## config.mk

```make
export PLATFORM = sky130hd
export DESIGN_NAME = fifo_wr_arbiter
export DESIGN_NICKNAME = d
export VERILOG_FILES = /design/src/rtl/fifo_arb_pkg.sv /design/src/rtl/fifo_wr_arbiter_rr_pick.sv /design/src/rtl/fifo_wr_arbiter.sv
export SDC_FILE = /design/constraint.sdc
export NUM_CORES = 1
export LEC_CHECK = 0
export ABC_AREA = 1
export CELL_PAD_IN_SITES_DETAIL_PLACEMENT = 1
export CELL_PAD_IN_SITES_GLOBAL_PLACEMENT = 2
export CORE_UTILIZATION = 18
export CTS_BUF_LIST = sky130_fd_sc_hd__clkbuf_4
export CTS_CLUSTER_DIAMETER = 150
export DETAILED_ROUTE_END_ITERATION = 6
export PLACE_DENSITY = 0.87
export SLEW_MARGIN = 20
export SYNTH_ARGS = -nofsm -noshare
export SYNTH_HDL_FRONTEND = slang
export SYNTH_SLANG_ARGS = --single-unit
```

## constraint.sdc

```tcl
create_clock -name wclk -period 2.4 [get_ports wclk]
set_input_delay 0.36 -clock wclk [delete_from_list [all_inputs] [get_ports wclk]]
set_output_delay 0.36 -clock wclk [all_outputs]
set_load 0.01 [all_outputs]
```

## src/rtl/fifo_arb_pkg.sv

```systemverilog
// fifo_arb_pkg: shared state encoding and width helpers for the FIFO write arbiter
package fifo_arb_pkg;
  typedef enum logic {IDLE, BURST} arb_state_t;
  function automatic int id_w(int n);
    return (n > 1) ? $clog2(n) : 1;
  endfunction
  function automatic int cnt_w(int m);
    return $clog2(m + 1);
  endfunction
endpackage

```

## src/rtl/fifo_wr_arbiter_rr_pick.sv

```systemverilog
// rr_pick: rotating-priority encoder; the first set req at or after ptr wins
module rr_pick
  import fifo_arb_pkg::*;
#(
  parameter int NREQ = 4,
  localparam int IW = id_w(NREQ)
) (
  input  logic [NREQ-1:0] req,
  input  logic [IW-1:0]   ptr,
  output logic            found,
  output logic [IW-1:0]   idx
);
  int c;
  always_comb begin
    found = |req;
    idx = '0;
    c = 0;
    // walk from farthest to nearest offset so the nearest hit lands last
    for (int k = NREQ - 1; k >= 0; k--) begin
      c = int'(ptr) + k;
      c = (c >= NREQ) ? c - NREQ : c;
      if (req[c]) idx = IW'(c);
    end
  end
endmodule

```

## src/rtl/fifo_wr_arbiter.sv

```systemverilog
// fifo_wr_arbiter: round-robin burst scheduler sharing the async FIFO write port
module fifo_wr_arbiter
  import fifo_arb_pkg::*;
#(
  parameter int NREQ = 4,
  parameter int DSIZE = 8,
  parameter int MAXBURST = 4,
  localparam int IW = id_w(NREQ),
  localparam int CW = cnt_w(MAXBURST)
) (
  input  logic                  wclk,
  input  logic                  wrst_n,
  input  logic [NREQ-1:0]       req,
  input  logic [NREQ*DSIZE-1:0] req_data,
  input  logic [NREQ-1:0]       req_last,
  output logic [NREQ-1:0]       gnt,
  input  logic                  wfull,
  output logic                  winc,
  output logic [DSIZE-1:0]      wdata,
  output logic [IW-1:0]         cur_id,
  output logic                  busy,
  output logic                  stall
);
  arb_state_t state_q, state_d;
  logic [IW-1:0] owner_q, owner_d, rr_ptr_q, rr_ptr_d, pick_id;
  logic [CW-1:0] beat_cnt_q, beat_cnt_d, cnt_inc;
  logic found, done;

  rr_pick #(.NREQ(NREQ)) u_pick (.req(req), .ptr(rr_ptr_q), .found(found), .idx(pick_id));

  // gnt depends only on state and wfull, never on req, so no comb loop with requesters
  assign busy = (state_q == BURST);
  assign cur_id = owner_q;
  assign gnt = (busy && !wfull) ? NREQ'(1) << owner_q : '0;
  assign winc = req[owner_q] && gnt[owner_q];
  assign stall = busy && wfull && req[owner_q];
  assign wdata = req_data[int'(owner_q)*DSIZE +: DSIZE];
  assign cnt_inc = beat_cnt_q + 1'b1;

  always_comb begin
    state_d = state_q;
    owner_d = owner_q;
    rr_ptr_d = rr_ptr_q;
    beat_cnt_d = beat_cnt_q;
    done = 1'b0;
    if (state_q == IDLE) begin
      if (found) begin
        state_d = BURST;
        owner_d = pick_id;
        beat_cnt_d = '0;
      end
    end else begin
      if (!req[owner_q]) begin
        done = 1'b1;
      end else if (winc) begin
        beat_cnt_d = cnt_inc;
        done = req_last[owner_q] || (cnt_inc == CW'(MAXBURST));
      end
      if (done) begin
        state_d = IDLE;
        rr_ptr_d = (owner_q == IW'(NREQ - 1)) ? '0 : owner_q + 1'b1;
      end
    end
  end

  always_ff @(posedge wclk or negedge wrst_n) begin
    if (!wrst_n) begin
      state_q <= IDLE;
      owner_q <= '0;
      rr_ptr_q <= '0;
      beat_cnt_q <= '0;
    end else begin
      state_q <= state_d;
      owner_q <= owner_d;
      rr_ptr_q <= rr_ptr_d;
      beat_cnt_q <= beat_cnt_d;
    end
  end
endmodule
```

==> flow_summary.ini <==
[sta]
slew_violations = 0
max_slew_margin = 0.612
fin_tns_setup_ns = 0
skew_ns = 0.00375
max_freq_mhz = 454
worst_slack_ns = 0.196
fin_crit_ns = 2.20
worstMarginPinSlew_ns = 0.577
setup_viol = 0
fin_crit_sh = 0.918
hold_viol = 0
rsz0062_at_grt = false

[clock_network]
insertion_delay_ns = 0.26
cts_setup_buffers = 0
ctsHoldBuffers = 0
clockRootBuffer = clkbuf_4
cts_made_buffers = 3
max-clock-path-buffers = 2
cts_tree = built
cts.clk_slew.worst_paths_ns = 0.06
clock_sinks = 8
cts.htree.levels = 1

[pwr]
p_leak_nw = 0.861
power_density_nw_per_um2 = 1050
ir_drop_mv = 0.264

[setup_path]
cp_slowest_stage_delay_ns = 0.58
r2r_start = cur_id[0]
critPathBufInv = 3
critPathMaxFanout = 14
end_kind = output pin
cp.arrival_ns = 1.84
r2r_slack_ns = 0.92
start_kind = flip-flop
crit_chain = inv_4, buf_4, o21ai_0, o22ai_1, clkdlybuf4s50_1
crit_slowest_cell = clkdlybuf4s50_1
cp.required_ns = 2.04
worstReg2RegEnd = beat_cnt_q[0]
critical_path_class = reg -> out
path_delay_family = buffers and inverters
reg2reg_depth = 8

[grt]
grt_pass1_vias = 1446
grt_usage = 0.135
globalRouteMet1Util = 0.177
use_met3 = 0.0116
grt_pass1_wl_um = 6710
antenna_found_initial = 0
grt_use_met2 = 0.240
overflow = 0
gr-max-usage-layer = met2
grt_max_degree = 15

[logic_synthesis]
ys_seq_area_frac = 0.192
synth_area_um2 = 1040
yosysWarnings = 0
syn_nets = 226
postSynthCellCount = 177
synthDistinctLibCells = 18
avgSynthCellArea_um2 = 5.90
ys_ff_latch = 8

[drt]
postRouteAntennaNets = 0
totalWireLength_um = 3910
dr.pass1.iters = 4
drc = 0
wl_per_cell_um = 12.4
dr_total_vias = 1348
drtIter0Drc = 73
avgViaCountPerCell = 4.28

[job]
maxCapViolCount = 0

[die]
rows = 27
start_util = 0.188
die-area_um2 = 6110
core_area_um2 = 5540
die_w_um = 78.1
ioPinCount = 60
die_h_um = 78.1

[final_layout]
final_cell_mix = 57 x clkdlybuf4s50_1, 41 x nand2_1, 23 x nor2_1, 22 x inv_1, 19 x o21ai_0
multi_input_area_um2 = 697
diodes = 0
final_common_cell = clkdlybuf4s50_1
final_nets = 294
fillCellCount = 743
drive_gt1_frac = 0.128
seqCellArea_um2 = 201
areaGrowthSynthToFinish_pct = 72.2

[placed_design]
routabilityCongestion = 0.766
io_buffer_count = 59
dp_hpwl_um = 3250
pre_cts_slack_ns = 0.0783

[status]
status = finished clean

[min_path]
hold_class = in -> async
==> worst register-to-register path, delay by kind of cell (launching register included) <==
kind / cells / cell delay [ns]
and+or+nand+nor: 3 / 0.29
buffers and inverters: 2 / 0.33
AOI/OAI and AO/OA: 3 / 0.31
DFF: 1 / 0.44
==> synth_stat cells <==
cell type  count  share of area
nand2_1       41           0.15
dfrtp_1        8           0.19
inv_2          4          0.014
o21ai_1        5          0.024
o21ai_0       19          0.091
nand3_2        6          0.058
buf_6          2          0.022
nand3_1       17          0.082
nand2_2        3          0.018
nor2_4         1          0.011
o22ai_1        8          0.048
a31oi_1        1         0.0060
nor2_1        23          0.083
a21oi_1        3          0.014
buf_2          5          0.024
inv_1         23          0.083
ha_1           6          0.072
nand4_1        2          0.012
==> layer usage <==
layer	vias to the layer above	wire, um	share of wire
li1	707	-	-
met1	612	1920	0.49
met2	27	1850	0.47
met3	2	120	0.031
met4	0	23	0.0059
met5	-	0	0
==> what timing repair did <==
item                       CTS  global route
gates resized for setup      1             6
setup endpoints to repair    1             2
pin swaps                    0             0
==> how the worst max path moves through the flow <==
stage | slack, ns | from | end | cells after the start
2_1_floorplan | 0.55 | cur_id[0] | winc | 8
3_3_place_gp | 0.11 | req[2] | stall | 8
3_5_place_dp | 0.08 | req[2] | stall | 8
4_1_cts | 0.03 | cur_id[0] | winc | 7
5_1_grt | 0.10 | cur_id[0] | wdata[5] | 5
6_report | 0.20 | cur_id[0] | wdata[0] | 5
==> power by group <==
part / internal (mW) / total [mW] / switching, mW
Sequential: 0.195 / 0.283 / 0.0880
Combinational: 0.677 / 1.49 / 0.815
Clock: 0.0575 / 0.106 / 0.0490
==> final cells by class <==
type                       instances  share of cell area
tap                               72              0.0501
inverter                          27              0.0578
sequential                         8               0.112
multi-input combinational        135               0.388
timing repair buffer              70               0.380
clock buffer                       3              0.0125
==> kinds of logic (layout without fill, tap and decap cells) <==
logic type	count (synthesis)	count (layout)	synth area share
adders and majority gates	6	6	0.0719
and+or+nand+nor	93	93	0.410
buffers and inverters	34	100	0.143
DFF	8	8	0.192
AOI/OAI and AO/OA	36	36	0.183
==> registers in the layout (all words and copies together) (netlist names) <==
name,flops
beat_cnt_q,3
busy,1
cur_id,2
rr_ptr_q,2
==> through the flow <==
stage                     area (um2)  hold WS (ns)  total power [mW]   util  instances
after CTS                       1780         0.408              1.90  0.322        315
after global routing            1800         0.405              2.10  0.324        315
after global placement          1760         0.504              1.76  0.318        312
after detailed placement        1760         0.514              1.78  0.318        312
final                           1800         0.397              1.88  0.324        315
after floorplan                 1040        0.0644              1.15      -        177
Power figures use the tool's default switching activity.
